[config.mk]
export PLATFORM = sky130hd
export DESIGN_NAME = countdown_ascii_timer
export DESIGN_NICKNAME = d
export VERILOG_FILES = /design/src/rtl/game_pkg.sv /design/src/rtl/bcd_digit.sv /design/src/rtl/countdown_ascii_timer.sv
export SDC_FILE = /design/constraint.sdc
export NUM_CORES = 1
export LEC_CHECK = 0
export ABC_AREA = 1
export CORE_ASPECT_RATIO = 0.5
export CORE_UTILIZATION = 49
export CTS_CLUSTER_DIAMETER = 30
export DETAILED_ROUTE_END_ITERATION = 7
export GPL_TIMING_DRIVEN = 1
export PLACE_DENSITY = 0.83
export SLEW_MARGIN = 20
export SYNTH_ARGS = -nofsm -noshare
export SYNTH_HDL_FRONTEND = slang
export SYNTH_SLANG_ARGS = --single-unit
[constraint.sdc]
create_clock -name clk -period 3.58 [get_ports clk]
set_input_delay 0.716 -clock clk [delete_from_list [all_inputs] [get_ports clk]]
set_output_delay 0.716 -clock clk [all_outputs]
set_load 0.01 [all_outputs]
[src/rtl/game_pkg.sv]
// Shared types and constants for the game-round timer blocks.
// Latency: n/a (types, constants and constant functions only); backpressure: none.
package game_pkg;

    typedef enum logic [1:0] {
        ST_IDLE    = 2'd0,
        ST_RUNNING = 2'd1,
        ST_PAUSED  = 2'd2,
        ST_DONE    = 2'd3
    } timer_state_t;

    localparam logic [7:0] ASCII_ZERO = 8'h30;
    localparam logic [3:0] BCD_NINE   = 4'd9;
    localparam int         MAX_DIGITS = 9;

    function automatic int bcd_max(input int digits);
        int r;
        r = 1;
        for (int i = 0; i < digits; i++) begin
            r = r * 10;
        end
        return r - 1;
    endfunction

    function automatic logic [4*MAX_DIGITS-1:0] to_bcd(input int value);
        logic [4*MAX_DIGITS-1:0] r;
        int v;
        r = '0;
        v = value;
        for (int i = 0; i < MAX_DIGITS; i++) begin
            r[4*i +: 4] = 4'(v % 10);
            v = v / 10;
        end
        return r;
    endfunction

endpackage

[src/rtl/bcd_digit.sv]
// One registered BCD digit computing digit + addend + carry - (dec | borrow) in a single step.
// Latency: 1 cycle from i_update to o_digit; backpressure: none.
module bcd_digit
    import game_pkg::*;
(
    input  logic       clk,
    input  logic       rst,
    input  logic       i_load,
    input  logic [3:0] i_load_val,
    input  logic       i_update,
    input  logic       i_sat,
    input  logic [3:0] i_add,
    input  logic       i_carry_in,
    input  logic       i_dec,
    input  logic       i_borrow_in,
    output logic [3:0] o_digit,
    output logic       o_carry_out,
    output logic       o_borrow_out
);

    logic [3:0] r_digit;
    logic [4:0] w_sum;
    logic [4:0] w_net;
    logic [3:0] w_next;
    logic       w_sub;
    logic       w_borrow;
    logic       w_carry;

    // Net digit value spans -1..19: one borrow or one carry, never both.
    always_comb begin
        w_sub    = i_dec | i_borrow_in;
        w_sum    = {1'b0, r_digit} + {1'b0, i_add} + {4'b0, i_carry_in};
        w_borrow = w_sub && (w_sum == 5'd0);
        w_net    = w_sum - {4'b0, w_sub};
        w_carry  = !w_borrow && (w_net >= 5'd10);
        if (w_borrow) begin
            w_next = BCD_NINE;
        end else if (w_carry) begin
            w_next = 4'(w_net - 5'd10);
        end else begin
            w_next = w_net[3:0];
        end
    end

    always_ff @(posedge clk) begin
        if (rst || i_load) begin
            r_digit <= i_load_val;
        end else if (i_update) begin
            r_digit <= i_sat ? BCD_NINE : w_next;
        end
    end

    assign o_digit      = r_digit;
    assign o_carry_out  = w_carry;
    assign o_borrow_out = w_borrow;

endmodule

[src/rtl/countdown_ascii_timer.sv]
// Round countdown timer: prescaled 1 s ticks, pause/resume, saturating bonus, ASCII digits.
// Latency: count/done register on the tick edge, ASCII/warn combinational from the count; backpressure: none.
module countdown_ascii_timer
    import game_pkg::*;
#(
    parameter int DIGITS      = 2,
    parameter int START_VALUE = 31,
    parameter int TICK_DIV    = 100_000_000,
    parameter int BONUS       = 3,
    parameter int WARN_AT     = 5
) (
    input  logic                  clk,
    input  logic                  rst,
    input  logic                  enable,
    input  logic                  pause,
    input  logic                  bonus,
    input  logic                  restart,
    output logic [4*DIGITS-1:0]   time_bcd,
    output logic [8*DIGITS-1:0]   time_ascii,
    output logic                  warn,
    output logic                  timer_done,
    output logic                  done_pulse
);

    localparam int MAX_COUNT = bcd_max(DIGITS);
    localparam int PW        = (TICK_DIV > 1) ? $clog2(TICK_DIV) : 1;
    localparam logic [PW-1:0] PRESC_LAST = PW'(TICK_DIV - 1);
    localparam logic [4*MAX_DIGITS-1:0] START_BCD = to_bcd(START_VALUE);
    localparam logic [4*MAX_DIGITS-1:0] BONUS_BCD = to_bcd(BONUS);

    generate
        if (DIGITS < 1 || DIGITS > MAX_DIGITS) begin : g_bad_digits
            $fatal(1, "countdown_ascii_timer: DIGITS out of range");
        end
        if (START_VALUE < 1 || START_VALUE > MAX_COUNT) begin : g_bad_start
            $fatal(1, "countdown_ascii_timer: START_VALUE out of range");
        end
        if (TICK_DIV < 1) begin : g_bad_div
            $fatal(1, "countdown_ascii_timer: TICK_DIV must be >= 1");
        end
        if (BONUS < 1 || BONUS > MAX_COUNT) begin : g_bad_bonus
            $fatal(1, "countdown_ascii_timer: BONUS out of range");
        end
    endgenerate

    timer_state_t      r_state;
    timer_state_t      w_state_nxt;
    logic [PW-1:0]     r_presc;
    logic              r_done_pulse;
    logic              w_count_en;
    logic              w_tick;
    logic              w_bonus_ok;
    logic              w_expire;
    logic              w_update;
    logic [DIGITS:0]   w_carry;
    logic [DIGITS:0]   w_borrow;
    int                w_count_bin;

    assign w_count_en = (r_state == ST_RUNNING) && !pause;
    assign w_tick     = w_count_en && (r_presc == PRESC_LAST);
    assign w_bonus_ok = bonus && ((r_state == ST_RUNNING) || (r_state == ST_PAUSED));
    assign w_expire   = w_tick && !w_bonus_ok && (w_count_bin == 1);
    // A borrow out of the top digit would mean ticking below zero; never commit it.
    assign w_update   = (w_tick || w_bonus_ok) && !w_borrow[DIGITS];

    assign w_carry[0]  = 1'b0;
    assign w_borrow[0] = 1'b0;

    generate
        for (genvar i = 0; i < DIGITS; i++) begin : g_digit
            bcd_digit u_digit (
                .clk          (clk),
                .rst          (rst),
                .i_load       (restart),
                .i_load_val   (START_BCD[4*i +: 4]),
                .i_update     (w_update),
                .i_sat        (w_carry[DIGITS]),
                .i_add        (w_bonus_ok ? BONUS_BCD[4*i +: 4] : 4'd0),
                .i_carry_in   (w_carry[i]),
                .i_dec        ((i == 0) ? w_tick : 1'b0),
                .i_borrow_in  (w_borrow[i]),
                .o_digit      (time_bcd[4*i +: 4]),
                .o_carry_out  (w_carry[i+1]),
                .o_borrow_out (w_borrow[i+1])
            );
            assign time_ascii[8*i +: 8] = ASCII_ZERO + {4'h0, time_bcd[4*i +: 4]};
        end
    endgenerate

    always_comb begin
        w_count_bin = 0;
        for (int i = DIGITS - 1; i >= 0; i--) begin
            w_count_bin = w_count_bin * 10 + int'(time_bcd[4*i +: 4]);
        end
    end

    always_comb begin
        w_state_nxt = r_state;
        case (r_state)
            ST_IDLE:    if (enable) w_state_nxt = ST_RUNNING;
            ST_RUNNING: begin
                if (w_expire) begin
                    w_state_nxt = ST_DONE;
                end else if (pause) begin
                    w_state_nxt = ST_PAUSED;
                end
            end
            ST_PAUSED:  if (!pause && enable) w_state_nxt = ST_RUNNING;
            default:    w_state_nxt = r_state;
        endcase
    end

    always_ff @(posedge clk) begin
        if (rst || restart) begin
            r_state      <= ST_IDLE;
            r_presc      <= '0;
            r_done_pulse <= 1'b0;
        end else begin
            r_state      <= w_state_nxt;
            r_done_pulse <= w_expire;
            // Held outside RUNNING so a resumed second finishes its remaining cycles.
            if (w_count_en) begin
                r_presc <= w_tick ? '0 : r_presc + PW'(1);
            end
        end
    end

    assign timer_done = (r_state == ST_DONE);
    assign done_pulse = r_done_pulse;
    assign warn       = (r_state != ST_DONE) && (w_count_bin != 0) && (w_count_bin <= WARN_AT);

endmodule

==> Word-level counts from Yosys, hierarchy flattened <==
Cells that the tools add are included.
{ "op_classes": {"add_sub_neg": 9, "n_mul": 1, "magnitude_cmp": 3, "muxes": 12, "n_eq_ne": 9, "reduce_logical": 26} }
{ "ops": {"columns": ["cell", "n"], "rows": [
  ["$eq A32 B2 Y1 const B", 1],
  ["$reduce_bool A32 Y1", 1],
  ["$add A27 B1 Y27 const B", 1],
  ["$eq A27 B27 Y1 const B", 1],
  ["$mux W27", 1],
  ["$mux W4", 5],
  ["$add A6 B4 Y7 const A", 2],
  ["$logic_and A1 B1 Y1", 13],
  ["$ge A5 B4 Y1 const B", 2],
  ["$logic_not A5 Y1", 2],
  ["$mux W2", 5],
  ["$sub A5 B1 Y5", 2],
  ["$add A8 B4 Y9", 1],
  ["$le A9 B3 Y1 const B", 1],
  ["$mul A4 B3 Y7 const B", 1],
  ["$pmux W2 S3", 1],
  ["$add A4 B1 Y5", 1],
  ["$add A4 B2 Y5", 1],
  ["$eq A2 B2 Y1 const B", 2],
  ["$logic_not A1 Y1", 4],
  ["$ne A2 B2 Y1 const B", 2],
  ["$reduce_and A4 Y1", 1],
  ["$sub A4 B4 Y4 const B", 1],
  ["$logic_or A1 B1 Y1", 3],
  ["other kinds (5)", 5]
]} }
{ "totals": {"in_bits": 6, "ff_bits": 38, "elab_cells": 65} }

==> Longest topological paths before layout <==
{ "depth": {"word_depth": 15, "mapped_depth": 33, "ltp_nobuf": 33} }

==> Cells and area by module <==
A second synthesis with hierarchy kept.
{ "hier_totals": {"hier_cells": 499, "area_unflattened_um2": 3470.8} }
{ "modules_own_cells": {"columns": ["module", "cells_each", "instances", "area_each_um2", "seq_area_each_um2"], "rows": [
  ["countdown_ascii_timer", 303, 1, 2122.0, 600.6],
  ["bcd_digit (g_digit[1].u_digit)", 95, 1, 680.7, 120.1],
  ["bcd_digit (g_digit[0].u_digit)", 101, 1, 668.1, 120.1]
]} }

==> Worst setup path after synthesis <==
OpenSTA, ideal clock, no wires.
{ "synth_path": {"path_type": "input port to flip-flop", "start": "input port pause", "end": "register g_digit[1].u_digit.r_digit[2]", "cell_stages": 26, "arrival_ps": 3777, "slack_ps": -319, "path_buffers": 0, "path_cell_list": "nor2_8 > nand3_2 > nor2_4 > nand2_1 > inv_2 > ha_1 > ha_1 > nand3b_1 > nand2_1 > inv_2 > ha_1 > nand2_1 > nand2_1 > nand2_1 > nand2_1 > inv_1 > ha_1 > ha_1 > xnor2_1 > nand2_1 > nor4_1 > nand3_1 > nand2_2 > inv_2 > o21ai_0 > a21oi_2"} }
{ "synth_via": {"elab_chain_len": 12, "word_cells_on_any_way": 19, "classes_between": "3 x add/sub; 2 x order compare; 2 x mux; 12 x reduce/logical"} }
{ "synth_lines": {"columns": ["item", "line", "text"], "rows": [
  ["start, declared", "countdown_ascii_timer.sv:15", "input logic pause,"],
  ["$logic_not A1 Y1 (*)", "countdown_ascii_timer.sv:59", "assign w_count_en = (r_state == ST_RUNNING) && !pause;"],
  ["$logic_and A1 B1 Y1 (*)", "countdown_ascii_timer.sv:59", null],
  ["$logic_and A1 B1 Y1 (*)", "countdown_ascii_timer.sv:60", "assign w_tick = w_count_en && (r_presc == PRESC_LAST);"],
  ["parallel branches: the longest is 9 deep, another holds $sub A5 B1 Y5", null, null],
  ["end signal, assigned", "bcd_digit.sv:47", "r_digit <= i_load_val;"],
  ["end signal, assigned", "bcd_digit.sv:49", "r_digit <= i_sat ? BCD_NINE : w_next;"],
  ["end, declared", "bcd_digit.sv:21", "logic [3:0] r_digit;"]
]} }
Mark *: on every way between the ends.
A chain may end at the register's enable or synchronous reset.

==> Worst setup path in the final report <==
{ "layout_path": {"start": "register r_state[1]", "end": "register g_digit[0].u_digit.r_digit[0]"} }
{ "layout_via": {"elab_chain_len": 15, "word_cells_on_any_way": 27, "classes_between": "5 x add/sub; 2 x order compare; 2 x eq/ne; 4 x mux; 14 x reduce/logical"} }
{ "layout_lines": {"columns": ["item", "line", "text"], "rows": [
  ["start, declared", "countdown_ascii_timer.sv:46", "timer_state_t r_state;"],
  ["start signal, assigned", "countdown_ascii_timer.sv:119", "r_state <= w_state_nxt;"],
  ["parallel branches: the longest is 15 deep, another holds $add A4 B2 Y5", null, null],
  ["end signal, assigned", "bcd_digit.sv:47", null],
  ["end signal, assigned", "bcd_digit.sv:49", null],
  ["end, declared", "bcd_digit.sv:21", null]
]} }
Parallel ways; which one is timed is not known.

==> flow_summary.ini <==
[clock_tree]
cts_num_sinks = 38
clk_latency_ns = 0.29
holdBufCountCts = 0
cts_tree = built
clockBufferDepth = 2
cts_max_level = 2
cts_buffers = 5
clk_pin_slew_ns = 0.06
cts_root_buf = clkbuf_16

[power_and_ir_drop]
seqPwrFrac_pct = 41.9
p_sw_uw = 259
switching_share_pct = 25.4
powerDensity_nw_per_um2 = 255
intPower_uw = 763
p_leak_nw = 1.58
p_clk_share_pct = 44.5
ir_drop_mv = 0.175
comb_power_share_pct = 13.7

[setup_path]
critPathKind = register to register
crit_cells = 30
required_ns = 3.73
slowest_stage = dfxtp_2
startpoint_type = register
r2r_cells = 30
path_buf_inv = 6
cp-end-kind = register
critical_path.max_fanout = 4
crit_arrival_ns = 3.81
crit_family = simple AND/OR/NAND/NOR gates
slowest_delay_ns = 0.37

[yosys]
ys_types = 37
netlist.top_cell.by_area = dfxtp_1
seq_area_frac_synth_pct = 26.2
synth_top_family_by_area = simple AND/OR/NAND/NOR gates
syn_area_per_cell_um2 = 6.74
synthTopCellsByArea = dfxtp_1, nand2_1, ha_1, inv_1, nor2_1
synth_xor_area_share_pct = 4.22
synthMuxAreaShare_pct = 0.388
netlist_instances = 431
synth.top_cell.area_share_pct = 26.2
synth_fa_ha_area_share_pct = 9.56
syn_area_um2 = 2900
synth_compound_area_share_pct = 10.7
yosysWarnings = 0
yosys.area_share.simple_pct = 36.2
synth_seq_cells = 38

[grt]
grt-ovfl-total = 0
antenna_found_initial = 0
grt_pass1_vias = 2934
grt_pass1_wl_um = 12800
grt_max_degree = 15
grtUsageTotal_pct = 25.4

[flow_run]
maxCapViolations = 0

[final_layout]
seq_area_um2 = 768
fin_util_pct = 71.9
area_growth_pct = 38.3
fillCellCount = 385
num-nets-final = 531
multi_input_area_um2 = 2130
diodes = 0
drive_above_1_share_pct = 30.5

[placed_design]
dp.final_hpwl_um = 5510
gp_congestion = 0.887
pre_cts_slack_ns = -0.710
io_buffers = 24

[floorplanning]
die_h_um = 56.4
rows = 19
io_pins = 33
core_um2 = 5590
die_x_um = 111
die_area_um2 = 6260
start_util_pct = 52.0

[min_path]
hold_path_class = register to register
holdPathStages = 2

[drt]
drt-total-wl_um = 8230
drt_iter0_drc = 234
post_drt_wl_per_cell_um = 14.2
drcViolationCount = 0
firstDrtPassIters = 4
vias = 3105
ant_nets = 0
vias_per_cell = 5.37

[status]
status = finished with violations
violations = setup timing

[timing]
min_period_over_period_pct = 102
finClkSkew_ns = 0.00763
timing.final.setup_violations = 8
fmaxAchievable_mhz = 273
worstMarginPinSlew_ns = 0.609
layout_setup_ws_ns = -0.0783
rsz0062_at_grt = true
hold_viol = 0
max-slew-margin-rel_pct = 59.2
slew_violations = 0
min_period_ns = 3.66
[power groups by stage]
stage | registers (mW) | clock network (mW) | logic (mW)
finish | 0.428 | 0.455 | 0.140
floorplan | 0.439 | 0 | 0.0766
detailed placement | 0.437 | 0 | 0.117
global route | 0.428 | 0.478 | 0.152
CTS | 0.428 | 0.457 | 0.126
global placement | 0.437 | 0 | 0.114
[through the flow]
stage	instance area [um2]	total power, mW	std cells	TNS (ns)	hold slack, ns
after floorplan	3040	0.516	437	-0.297	0.443
after global placement	3580	0.551	561	-4.35	0.468
after detailed placement	3580	0.554	561	-5.26	0.475
after CTS	3870	1.01	574	0	0.488
after global routing	4020	1.06	578	-1.67	0.507
final	4020	1.02	578	-0.308	0.493
[placed cells by master (no fill, tap or decap), drive strengths merged, types with 2 or more instances in the layout]
cell and n:
fa 2, o21ai 17, a21oi 28, a211oi 5, nand3 36, or2 3, clkinv 3, nor3 14
o21a 3, clkbuf 8, ha 19, nor2 58, nor4 5, buf 55, dfxtp 38, clkdlybuf4s50 21
xnor2 6, nand2 92, conb 8, xor2 8, and3 3, inv 60, nand4 7
[worst reg2reg max path, delay by kind of cell, from the launching register on]
kind / cells / cell delay [ns]
AND/OR/NAND/NOR: 16 / 1.34
buffers and inverters: 6 / 0.36
adder cells (fa/ha/maj): 6 / 1.15
AO/OA/AOI/OAI: 1 / 0.16
XOR/XNOR: 1 / 0.14
flip-flops: 1 / 0.37
[metal layers]
| layer | up-vias | track usage, % | wire length, um |
|---|---|---|---|
| met1 | 1440 | 28.9 | 3460 |
| li1 | 1526 | - | - |
| met2 | 113 | 48.1 | 4110 |
| met4 | 0 | 8.95 | 172 |
| met5 | - | 0 | 0 |
| met3 | 26 | 4.75 | 493 |
[area by class of cell]
type                       count  area share (%)
multi-input combinational    319            53.0
sequential                    38            19.1
timing repair buffer          78            15.7
inverter                      62            6.10
clock buffer                   6            3.46
tap                           73            2.27
clock inverter                 2           0.311
[what timing repair did]
| action | 4_1_cts | 5_1_grt |
|---|---|---|
| hold endpoints to repair | 0 | 0 |
| setup buffers | 5 | 4 |
| setup endpoints to repair | 9 | 9 |
| pin swaps | 10 | 16 |
| resized for setup | 32 | 34 |
[state kept, by name (all words and copies together), names as in the netlist]
name	flops
g_digit.u_digit.o_digit	8
done_pulse	1
r_presc	27
r_state	2
[worst paths after layout]
kind	endpoint	from	slack (ns)
max	g_digit[0].u_digit.o_digit[0]$_SDFFE_PP1P_	r_state[1]$_SDFFE_PP0P_	-0.08
min	r_presc[23]$_SDFFE_PP0P_	r_presc[23]$_SDFFE_PP0P_	0.49
max reg2reg	g_digit[0].u_digit.o_digit[0]$_SDFFE_PP1P_	r_state[1]$_SDFFE_PP0P_	-0.08
min reg2reg	r_presc[23]$_SDFFE_PP0P_	r_presc[23]$_SDFFE_PP0P_	0.49
[logic make-up after synthesis]
group                      after synthesis
and+or+nand+nor                        220
adders and majority gates               21
other                                    2
buffers and inverters                   80
muxes                                    1
DFF                                     38
AOI/OAI and AO/OA                       55
xor gates and xnor gates                14
[synthesized netlist by cell type]
cell type / count
nor4_1: 5
a21oi_1: 25
nor3_1: 14
nor2_4: 4
nand2_1: 82
nand3_1: 31
and3_1: 3
a211oi_1: 5
dfxtp_1: 38
fa_1: 2
nand2_2: 9
ha_1: 19
nor2_2: 3
nand4_1: 7
o22ai_1: 1
inv_2: 6
inv_1: 54
nor2_8: 1
o21ai_1: 4
conb_1: 2
buf_4: 16
a21oi_2: 3
clkbuf_2: 1
xnor2_1: 6
nor4b_1: 1
nor2_1: 50
nand3b_1: 1
o21ai_0: 13
buf_1: 1
nand2_4: 1
o21a_1: 3
clkinv_1: 2
mux2_2: 1
nand3_2: 5
xor2_1: 8
or2_2: 3
a221oi_1: 1
Power figures use the tool's default switching activity.
